## src/rtl/pneumatic_sequencer_if.sv

```systemverilog
// Board-side signal bundle for the pneumatic sequencer: raw buttons, mode level,
// limit sensors, valve commands and status.
interface pneumatic_sequencer_if #(
  parameter int unsigned CNT_W = 8
) ();
  logic             START_BUTTON;
  logic             STOP_REANUDAR_BUTTON;
  logic             CONTINUO;
  logic             a0;
  logic             a1;
  logic             b0;
  logic             b1;
  logic             Ap;
  logic             Bp;
  logic             Am;
  logic             Bm;
  logic [2:0]       STEP;
  logic             BUSY;
  logic             FAULT;
  logic [CNT_W-1:0] CYCLES;

  modport master (
    output START_BUTTON, STOP_REANUDAR_BUTTON, CONTINUO, a0, a1, b0, b1,
    input  Ap, Bp, Am, Bm, STEP, BUSY, FAULT, CYCLES
  );

  modport slave (
    input  START_BUTTON, STOP_REANUDAR_BUTTON, CONTINUO, a0, a1, b0, b1,
    output Ap, Bp, Am, Bm, STEP, BUSY, FAULT, CYCLES
  );
endinterface

```

## src/rtl/pneumatic_sequencer.sv

```systemverilog
// A+ B+ A- B- cascade controller: synchronized/debounced inputs, single or continuous
// cycling, pause/resume, per-step watchdog, sensor-conflict fault and cycle counter.
module pneumatic_sequencer #(
  parameter int unsigned DEBOUNCE_CYCLES = 16,
  parameter int unsigned STEP_TIMEOUT    = 1000000,
  parameter int unsigned CNT_W           = 8
) (
  input logic                  CLK,
  input logic                  RESET,
  pneumatic_sequencer_if.slave bus
);
  localparam int unsigned DbW = $clog2(DEBOUNCE_CYCLES);
  localparam int unsigned WdW = $clog2(STEP_TIMEOUT);

  localparam logic [2:0] StIdle   = 3'd0;
  localparam logic [2:0] StAPlus  = 3'd1;
  localparam logic [2:0] StBPlus  = 3'd2;
  localparam logic [2:0] StAMinus = 3'd3;
  localparam logic [2:0] StBMinus = 3'd4;
  localparam logic [2:0] StPause  = 3'd5;
  localparam logic [2:0] StFault  = 3'd6;

  // Bit order: start, stop, continuo, a0, a1, b0, b1; buttons idle high.
  localparam logic [6:0] SyncRst = 7'b000_0011;

  logic [6:0] raw, sync1_q, sync2_q;
  assign raw = {bus.b1, bus.b0, bus.a1, bus.a0, bus.CONTINUO,
                bus.STOP_REANUDAR_BUTTON, bus.START_BUTTON};

  always_ff @(posedge CLK) begin
    if (!RESET) begin
      sync1_q <= SyncRst;
      sync2_q <= SyncRst;
    end else begin
      sync1_q <= raw;
      sync2_q <= sync1_q;
    end
  end

  logic cont, a0, a1, b0, b1;
  assign cont = sync2_q[2];
  assign a0   = sync2_q[3];
  assign a1   = sync2_q[4];
  assign b0   = sync2_q[5];
  assign b1   = sync2_q[6];

  logic [1:0]     flt_q, flt_prev_q;
  logic [DbW-1:0] db_cnt_q [2];

  always_ff @(posedge CLK) begin
    if (!RESET) begin
      flt_q      <= 2'b11;
      flt_prev_q <= 2'b11;
      for (int i = 0; i < 2; i++) db_cnt_q[i] <= '0;
    end else begin
      flt_prev_q <= flt_q;
      for (int i = 0; i < 2; i++) begin
        if (sync2_q[i] == flt_q[i]) begin
          db_cnt_q[i] <= '0;
        end else if (db_cnt_q[i] == DbW'(DEBOUNCE_CYCLES - 1)) begin
          flt_q[i]    <= sync2_q[i];
          db_cnt_q[i] <= '0;
        end else begin
          db_cnt_q[i] <= db_cnt_q[i] + DbW'(1);
        end
      end
    end
  end

  // Falling edge of the filtered level; held buttons never repeat.
  logic start_press, stop_press;
  assign start_press = flt_prev_q[0] & ~flt_q[0];
  assign stop_press  = flt_prev_q[1] & ~flt_q[1];

  logic [2:0]       state_q, state_d, saved_q, saved_d;
  logic [WdW-1:0]   wd_q;
  logic [CNT_W-1:0] cycles_q;
  logic             ap_q, bp_q, am_q, bm_q, busy_q, fault_q;
  logic             motion, motion_d, exit_seen, conflict, timeout, cyc_inc;

  assign motion   = state_q inside {StAPlus, StBPlus, StAMinus, StBMinus};
  assign motion_d = state_d inside {StAPlus, StBPlus, StAMinus, StBMinus};
  assign conflict = (a0 & a1) | (b0 & b1);
  assign timeout  = motion && (wd_q == WdW'(STEP_TIMEOUT - 1));

  always_comb begin
    exit_seen = 1'b0;
    case (state_q)
      StAPlus:  exit_seen = a1;
      StBPlus:  exit_seen = b1;
      StAMinus: exit_seen = a0;
      StBMinus: exit_seen = b0;
      default:  exit_seen = 1'b0;
    endcase
  end

  always_comb begin
    state_d = state_q;
    saved_d = saved_q;
    cyc_inc = 1'b0;
    if (state_q != StFault && conflict) begin
      state_d = StFault;
    end else if (timeout) begin
      state_d = StFault;
    end else if (stop_press && motion) begin
      state_d = StPause;
      saved_d = state_q;
    end else if (stop_press && state_q == StPause) begin
      state_d = saved_q;
    end else if (motion && exit_seen) begin
      if (state_q == StBMinus) begin
        cyc_inc = 1'b1;
        state_d = cont ? StAPlus : StIdle;
      end else begin
        state_d = state_q + 3'd1;
      end
    end else if (state_q == StIdle && start_press && a0 && b0) begin
      state_d = StAPlus;
    end
  end

  always_ff @(posedge CLK) begin
    if (!RESET) begin
      state_q  <= StIdle;
      saved_q  <= StIdle;
      wd_q     <= '0;
      cycles_q <= '0;
      ap_q     <= 1'b0;
      bp_q     <= 1'b0;
      am_q     <= 1'b0;
      bm_q     <= 1'b0;
      busy_q   <= 1'b0;
      fault_q  <= 1'b0;
    end else begin
      state_q  <= state_d;
      saved_q  <= saved_d;
      cycles_q <= cycles_q + CNT_W'(cyc_inc);
      // Fresh budget on every motion entry, resume included; frozen in PAUSE.
      if (motion_d && state_d != state_q) begin
        wd_q <= '0;
      end else if (motion && state_d == state_q) begin
        wd_q <= wd_q + WdW'(1);
      end
      ap_q    <= (state_d == StAPlus);
      bp_q    <= (state_d == StBPlus);
      am_q    <= (state_d == StAMinus);
      bm_q    <= (state_d == StBMinus);
      busy_q  <= motion_d || (state_d == StPause);
      fault_q <= (state_d == StFault);
    end
  end

  assign bus.Ap     = ap_q;
  assign bus.Bp     = bp_q;
  assign bus.Am     = am_q;
  assign bus.Bm     = bm_q;
  assign bus.STEP   = state_q;
  assign bus.BUSY   = busy_q;
  assign bus.FAULT  = fault_q;
  assign bus.CYCLES = cycles_q;
endmodule

```

## src/flat_wrapper.sv

```systemverilog
// flat-port wrapper written by rule: the top's interface ports become plain ports
module pneumatic_sequencer_flat 
#(
  parameter int unsigned DEBOUNCE_CYCLES = 16,
  parameter int unsigned STEP_TIMEOUT    = 1000000,
  parameter int unsigned CNT_W           = 8
)
  (CLK, RESET, bus_START_BUTTON, bus_STOP_REANUDAR_BUTTON, bus_CONTINUO, bus_a0, bus_a1, bus_b0, bus_b1, bus_Ap, bus_Bp, bus_Am, bus_Bm, bus_STEP, bus_BUSY, bus_FAULT, bus_CYCLES);
  pneumatic_sequencer_if #(.CNT_W(CNT_W)) bus_i ();
  input logic CLK;
  input logic RESET;
  input wire logic [$bits(bus_i.START_BUTTON)-1:0] bus_START_BUTTON;
  input wire logic [$bits(bus_i.STOP_REANUDAR_BUTTON)-1:0] bus_STOP_REANUDAR_BUTTON;
  input wire logic [$bits(bus_i.CONTINUO)-1:0] bus_CONTINUO;
  input wire logic [$bits(bus_i.a0)-1:0] bus_a0;
  input wire logic [$bits(bus_i.a1)-1:0] bus_a1;
  input wire logic [$bits(bus_i.b0)-1:0] bus_b0;
  input wire logic [$bits(bus_i.b1)-1:0] bus_b1;
  output wire logic [$bits(bus_i.Ap)-1:0] bus_Ap;
  output wire logic [$bits(bus_i.Bp)-1:0] bus_Bp;
  output wire logic [$bits(bus_i.Am)-1:0] bus_Am;
  output wire logic [$bits(bus_i.Bm)-1:0] bus_Bm;
  output wire logic [$bits(bus_i.STEP)-1:0] bus_STEP;
  output wire logic [$bits(bus_i.BUSY)-1:0] bus_BUSY;
  output wire logic [$bits(bus_i.FAULT)-1:0] bus_FAULT;
  output wire logic [$bits(bus_i.CYCLES)-1:0] bus_CYCLES;
  assign bus_i.START_BUTTON = bus_START_BUTTON;
  assign bus_i.STOP_REANUDAR_BUTTON = bus_STOP_REANUDAR_BUTTON;
  assign bus_i.CONTINUO = bus_CONTINUO;
  assign bus_i.a0 = bus_a0;
  assign bus_i.a1 = bus_a1;
  assign bus_i.b0 = bus_b0;
  assign bus_i.b1 = bus_b1;
  assign bus_Ap = bus_i.Ap;
  assign bus_Bp = bus_i.Bp;
  assign bus_Am = bus_i.Am;
  assign bus_Bm = bus_i.Bm;
  assign bus_STEP = bus_i.STEP;
  assign bus_BUSY = bus_i.BUSY;
  assign bus_FAULT = bus_i.FAULT;
  assign bus_CYCLES = bus_i.CYCLES;
  pneumatic_sequencer #(.DEBOUNCE_CYCLES(DEBOUNCE_CYCLES), .STEP_TIMEOUT(STEP_TIMEOUT), .CNT_W(CNT_W)) u_core (.CLK(CLK), .RESET(RESET), .bus(bus_i));
endmodule
```

## config.mk

```make
export PLATFORM = sky130hd
export DESIGN_NAME = pneumatic_sequencer_flat
export DESIGN_NICKNAME = d
export VERILOG_FILES = /design/src/rtl/pneumatic_sequencer_if.sv /design/src/rtl/pneumatic_sequencer.sv /design/src/flat_wrapper.sv
export SDC_FILE = /design/constraint.sdc
export NUM_CORES = 1
export LEC_CHECK = 0
export BUFFER_PORTS_ARGS = -buffer_cell sky130_fd_sc_hd__buf_4
export CAP_MARGIN = 25
export CORE_MARGIN = 5
export CORE_UTILIZATION = 40
export CTS_BUF_LIST = sky130_fd_sc_hd__clkbuf_8
export CTS_CLUSTER_SIZE = 25
export DETAILED_ROUTE_END_ITERATION = 16
export PLACE_DENSITY = 0.6
export SLEW_MARGIN = 20
export SYNTH_ARGS = -nofsm -noshare
export SYNTH_HDL_FRONTEND = slang
export SYNTH_SLANG_ARGS = --single-unit
```

## constraint.sdc

```tcl
create_clock -name CLK -period 6.3 [get_ports CLK]
set_input_delay 1.26 -clock CLK [delete_from_list [all_inputs] [get_ports CLK]]
set_output_delay 1.26 -clock CLK [all_outputs]
set_load 0.02 [all_outputs]
```

==> results of run 1 <==
## power by group through the flow
stage / clock network, µW / registers (µW) / logic, µW
after global routing: 402 / 439 / 45.5
final: 372 / 438 / 40.2
after floorplan: 0 / 448 / 28.5
after global placement: 0 / 448 / 40.1
after detailed placement: 0 / 448 / 40.5
after CTS: 387 / 438 / 40.7
## final cells by class
class,count,share of cell area
multi-input cells,248,0.443
clock buffers,10,0.0388
repair buffers,27,0.0572
well taps,102,0.0360
clock inverters,6,0.0205
flip-flops and latches,66,0.395
inverters,9,0.00953
## cell families (layout without fill, tap and decap cells)
family	Yosys count	in the layout	share of synthesized area
AOI/OAI and AO/OA	64	64	0.134
xor gates and xnor gates	17	17	0.0486
adders and majority gates	10	10	0.0408
buffers and inverters	25	52	0.0388
DFF	66	66	0.458
muxes	4	4	0.0131
other	1	8	0.00122
and+or+nand+nor	145	145	0.266
## worst paths after layout
check / start / to / slack, ns / depth (start not counted)
setup / recovery: u_core.bus.STEP[2] / u_core.wd_q[19] / 1.90 / 10
setup reg to reg: u_core.bus.STEP[2] / u_core.wd_q[19] / 1.90 / 10
hold / removal: u_core.sync1_q[1] / u_core.sync2_q[1] / 0.41 / 1
hold reg to reg: u_core.sync1_q[1] / u_core.sync2_q[1] / 0.41 / 1
## sequential cells by signal, summed over array words and instances (netlist names), 2 cells and up
| signal | flops |
|---|---|
| u_core.sync1_q | 7 |
| u_core.wd_q | 20 |
| u_core.flt_prev_q | 2 |
| u_core.bus.STEP | 3 |
| u_core.bus.CYCLES | 8 |
| u_core.saved_q | 3 |
| u_core.flt_q | 2 |
| u_core.db_cnt_q | 8 |
| u_core.sync2_q | 7 |
## synth_stat cells (2+ instances only)
library cell  count  area share
ha_1             10       0.041
nor2b_1           5       0.010
and3_1           12       0.025
nor2_1           17       0.021
nand2b_1          8       0.016
nor3_1            7       0.011
nor4_1            5       0.010
mux2i_1           4       0.013
o21ai_0          12       0.020
a21oi_1          22       0.036
nand3_1          23       0.038
or3_1             9       0.018
nand2_1          18       0.022
xnor2_1           9       0.026
or4_1             9       0.022
a22oi_1           2      0.0049
o21a_1            2      0.0049
o31ai_1          11       0.027
nor4b_1           2      0.0057
inv_1             9       0.011
nand4_1           4      0.0082
and2_1           21       0.043
buf_2             2      0.0033
buf_6             3       0.011
a211o_1           2      0.0057
dfxtp_1          58        0.38
edfxtp_1          8       0.078
clkbuf_1          9       0.011
xor2_1            8       0.023
buf_1             2      0.0025
## per-stage QoR
step / cell area [µm²] / cells / hold slack, ns / utilization / worst slack, ns
2_1_floorplan: 3090 / 339 / 0.386 / - / 2.75
3_3_place_gp: 3330 / 452 / 0.393 / 0.438 / 2.12
3_5_place_dp: 3330 / 452 / 0.394 / 0.438 / 1.94
4_1_cts: 3540 / 468 / 0.413 / 0.466 / 1.91
5_1_grt: 3540 / 468 / 0.434 / 0.466 / 1.42
6_report: 3540 / 468 / 0.410 / 0.466 / 1.90
## metal layers
layer | track usage | vias to the layer above | share of wire
li1 | - | 1255 | -
met1 | 0.177 | 1133 | 0.49
met2 | 0.204 | 35 | 0.45
met3 | 0.0366 | 8 | 0.038
met4 | 0.0703 | 0 | 0.018
met5 | 0 | - | 0
## worst register-to-register path, stage by stage, from the launching register on
cell,delay [ns]
dfxtp_1,0.67
inv_1,0.19
ha_1,0.34
or4_1,0.53
o31a_1,0.15
a41o_1,0.33
a2111oi_1,0.47
nor3_1,0.21
or3_1,0.68
or4_1,0.61
a21oi_1,0.15
==> summary.txt, run 1 <==
Yosys
  • Distinct cells, synth: 49
  • Main synth FF type: dfxtp_1
  • Cell count after synthesis: 332
  • Register area share after synthesis: 0.458
  • Yosys reg bits: 66
  • Mean Syn Cell Area: around 9.2 µm²
  • Synth warn: 0
  • Async set or reset register ratio after synthesis: 0
  • Number of synthesized flops with an enable pin: 8
  • Synth Cell Area: 0.00306 mm²

Critical path
  • CP bufs+invs: 1
  • Kind of critical path: register to register
  • Worst EP arrival: 4.68 ns
  • Cells along the critical path: inv_1 -> ha_1 -> or4_1 -> o31a_1 -> a41o_1 -> a2111oi_1 -> nor3_1 -> or3_1 -> or4_1 -> a21oi_1
  • Data required, critical path: between 6 and 7 ns
  • Crit-path max FO: 28
  • Worst setup SP type: register
  • Crit-path leading delay family: simple AND/OR/NAND/NOR gates
  • Setup crit end kind: register
  • Cell mode on critical path: or4_1
  • Critical Path Max Stage Delay: between 0.6 and 0.7 ns
  • Max stage delay cell, worst path: or3_1

Floorplan
  • Initial core utilization: 0.403
  • Core area: 0.00761 mm²
  • Die outline area: 0.00951 mm²
  • Die W: 97.5 µm
  • DIE HEIGHT: ~100 µm
  • Site Rows: 32
  • Ports: 26

STA
  • Worst-Margin Slew: 0.849 ns
  • Relative max-transition margin: 0.427
  • Fin. Hold Viols: 0
  • Tcrit/Tclk final: 0.699
  • Worst Skew: 0.00924 ns
  • Slew Viols, Final: 0
  • RSZ-0062 raised after global routing: no
  • Minimum clock period: 4.40 ns
  • Peak Freq: roughly 230 MHz
  • Setup TNS: 0 ns
  • Final Setup Violations: 0

Pwr
  • PD cells: 240 mW/mm²
  • Leak: around 0.0014 µW
  • Switch share: 0.240
  • Total power: about 850 µW
  • Combinational power share: 0.047
  • Sequential share of power: 0.515
  • Worst IR Drop VDD: 181 µV
  • Clock power frac: 0.438
  • NetSw: 204 µW
  • Internal Power: 646 µW

Clock network
  • Hold buffers post-CTS: 0
  • Resized Gates After CTS: 0
  • Cts bufs inserted: 9
  • Clk pin slew, worst setup/hold paths: ~0.080 ns
  • Post-CTS setup buffer count: 0
  • CTS H-Tree Depth: 3
  • Worst-Skew Late Latency: between 0.3 and 0.4 ns
  • Root buffer selected by CTS: clkbuf_8
  • Clk sinks: 66
  • Max Root-Sink Buffers: 2
  • TritonCTS clock tree: yes

Global route
  • GRT Overall Usage: 0.135
  • Vias in the first global route: 2,324
  • First-pass GRT wire length: 10,600 µm
  • Initial antenna violation count: 0
  • Total gr overflow: 0
  • Largest net degree at the start of global routing: 40

Routing
  • Drt wl/cell: 13.1 µm
  • Antenna-violating nets left: 0
  • Initial drt markers: roughly 140
  • Drt total wl: 6110 µm
  • Vias per inst: 5.19
  • Vias after detailed routing: approximately 2,400
  • DRC viols: 0
  • First-pass DRT Iterations: 4

Cells and area
  • Final nets: 380
  • # fillers: ~740
  • Commonest non-fill, non-tap cell in the layout: dfxtp_1
  • Area delta synth->final: 15.7%
  • Most frequent cells in the layout: dfxtp_1 (58), buf_4 (27), nand3_1 (23)
  • Layout cells sized above 1: 0.123
  • Diodes inserted: 0
  • Area of the multi-input gates: 0.00157 mm²
  • FF/Latch Area: between 0.001 and 0.0015 mm²

Status
  • Outcome: complete, no violations

Min path
  • Worst hold path type: register to register

Run
  • Max_cap viols: 0

Placed design
  • Gpl congestion: between 0.8 and 0.9
  • Port Buffers: 25
  • Detailed placement HPWL: 4170 µm
Power figures use the tool's default switching activity.
==> run 2, diff against run 1 <==
==> constraint.sdc (replaced) <==
create_clock -name CLK -period 4.2 [get_ports CLK]
set_input_delay 0.84 -clock CLK [delete_from_list [all_inputs] [get_ports CLK]]
set_output_delay 0.84 -clock CLK [all_outputs]
set_load 0.02 [all_outputs]
==> run 2 against run 1 <==
  * Register-to-register slack lost 1.6 ns
  * Combinational power is 63% higher
  * Cell area increased by 1.6%
  * Sequential power rose by 50%
  * First-iteration DRC count decreased by 17%
  * Power rose by 52%
  * Die area unchanged
  * Highest routed layer unchanged
==> summary.txt, run 2 (synthesis gave the netlist of run 1 again) <==
Status
  • Outcome: complete, no violations

Floorplan
  • Core area: 0.00761 mm²
  • DIE HEIGHT: 97.5 µm
  • Initial core utilization: 0.403
  • Die outline area: 0.00951 mm²
  • Site Rows: 32
  • Ports: 26
  • Die W: 97.5 µm

Clock network
  • Hold buffers post-CTS: 0
  • Clk pin slew, worst setup/hold paths: 0.08 ns
  • Resized Gates After CTS: 0
  • TritonCTS clock tree: yes
  • Clk sinks: 66
  • Cts bufs inserted: 9
  • CTS H-Tree Depth: 3
  • Max Root-Sink Buffers: 2
  • Root buffer selected by CTS: clkbuf_8
  • Worst-Skew Late Latency: 0.34 ns
  • Post-CTS setup buffer count: 0

Global route
  • Initial antenna violation count: 0
  • First-pass GRT wire length: roughly 11,000 µm
  • Vias in the first global route: 2,388
  • Largest net degree at the start of global routing: 40
  • GRT Overall Usage: 0.135
  • Total gr overflow: 0

Routing
  • Highest Signal Layer: met4
  • Met1 wire length: 2930 µm
  • Met2 WL: 2840 µm
  • DRC viols: 0
  • Drt wl/cell: 13.0 µm
  • Drt total wl: 6160 µm
  • Vias after detailed routing: ~2,500
  • First-pass DRT Iterations: 4
  • Vias per inst: approximately 5.3
  • Routed wl met3: 294 µm
  • Antenna-violating nets left: 0
  • Initial drt markers: 114

Pwr
  • NetSw: 275 µW
  • Total power: 1290 µW
  • Combinational power share: 0.051
  • Switch share: 0.212
  • Sequential share of power: 0.507
  • Clock power frac: 0.442
  • Worst IR Drop VDD: 169 µV
  • Leak: 0.00141 µW
  • Internal Power: 1020 µW
  • PD cells: 359 mW/mm²

Cells and area
  • Max reg flops: 20
  • Most frequent cells in the layout: dfxtp_1 (58), buf_4 (34), nand3_1 (23)
  • Layout cells sized above 1: 0.131
  • Final Instance Area: 0.00360 mm²
  • Largest register by flop count: u_core.wd_q
  • Final nets: 387
  • Area delta synth->final: 17.6%
  • Commonest non-fill, non-tap cell in the layout: dfxtp_1
  • # fillers: 756
  • Diodes inserted: 0

STA
  • Slew Viols, Final: 0
  • Worst Skew: 0.0124 ns
  • Minimum clock period: 3.89 ns
  • Tcrit/Tclk final: 0.925
  • Setup TNS: 0 ns
  • Fin. Hold Viols: 0
  • Relative max-transition margin: 0.407
  • Final Setup Violations: 0
  • RSZ-0062 raised after global routing: no
  • Worst-Margin Slew: 0.879 ns
  • Peak Freq: between 200 and 300 MHz

Critical path
  • RR Startpoint: u_core.bus.STEP[0]
  • Worst EP arrival: 4.14 ns
  • Crit-path max FO: 14
  • Kind of critical path: register to register
  • Data required, critical path: 4.45 ns
  • Worst setup SP type: register
  • Worst Setup SP: u_core.bus.STEP[0]
  • Setup crit end kind: register

Min path
  • Min-delay src: u_core.sync1_q[1]
  • Worst hold path type: register to register

Run
  • Max_cap viols: 0

Placed design
  • Port Buffers: 25
  • Post-Place Cell Area: 0.00339 mm²
  • Gpl congestion: between 0.8 and 0.9
  • Detailed placement HPWL: 4300 µm
[run 2: final cells by class]
class,count,area [µm²],share of cell area
clock buffers,10,138,0.0382
clock inverters,6,76.3,0.0212
inverters,9,33.8,0.00938
multi-input cells,248,1570,0.436
flip-flops and latches,66,1400,0.389
well taps,102,128,0.0354
repair buffers,34,255,0.0709
[run 2: final timing paths]
kind,to,slack (ns),cells past startpoint
max,u_core.wd_q[14],0.31,11
min reg2reg,u_core.sync2_q[1],0.41,1
max reg2reg,u_core.wd_q[14],0.31,11
min,u_core.sync2_q[1],0.41,1
[run 2: critical path, cell delays in order, from the launching register on]
cell and delay (ns):
dfxtp_1 0.49, inv_1 0.16, ha_1 0.32, a32oi_1 0.30, o21ai_0 0.29, mux2i_1 0.24
a2111oi_1 0.55, nor3_1 0.21, or3_1 0.38, buf_4 0.19, or4_1 0.50, a21oi_1 0.17
[run 2: metal layers]
metal  vias to the layer above  global-route usage
li1                       1266                   -
met3                         8              0.0474
met1                      1167               0.165
met4                         0              0.0543
met5                         -                   0
met2                        57               0.216
[run 2: per-stage QoR]
stage	setup WS [ns]	hold WS (ns)	instances	util
2_1_floorplan	0.649	0.386	339	-
4_1_cts	0.350	0.415	475	0.473
6_report	0.313	0.409	475	0.473
3_5_place_dp	0.415	0.401	459	0.445
3_3_place_gp	0.568	0.390	459	0.445
5_1_grt	0.0540	0.429	475	0.473
[run 2: power by group through the flow]
stage / combinational (µW) / sequential (µW) / clock (µW)
4_1_cts: 65.6 / 656 / 596
6_report: 65.4 / 656 / 572
2_1_floorplan: 42.7 / 672 / 0
5_1_grt: 73.1 / 658 / 626
3_3_place_gp: 64.5 / 670 / 0
3_5_place_dp: 65.5 / 671 / 0
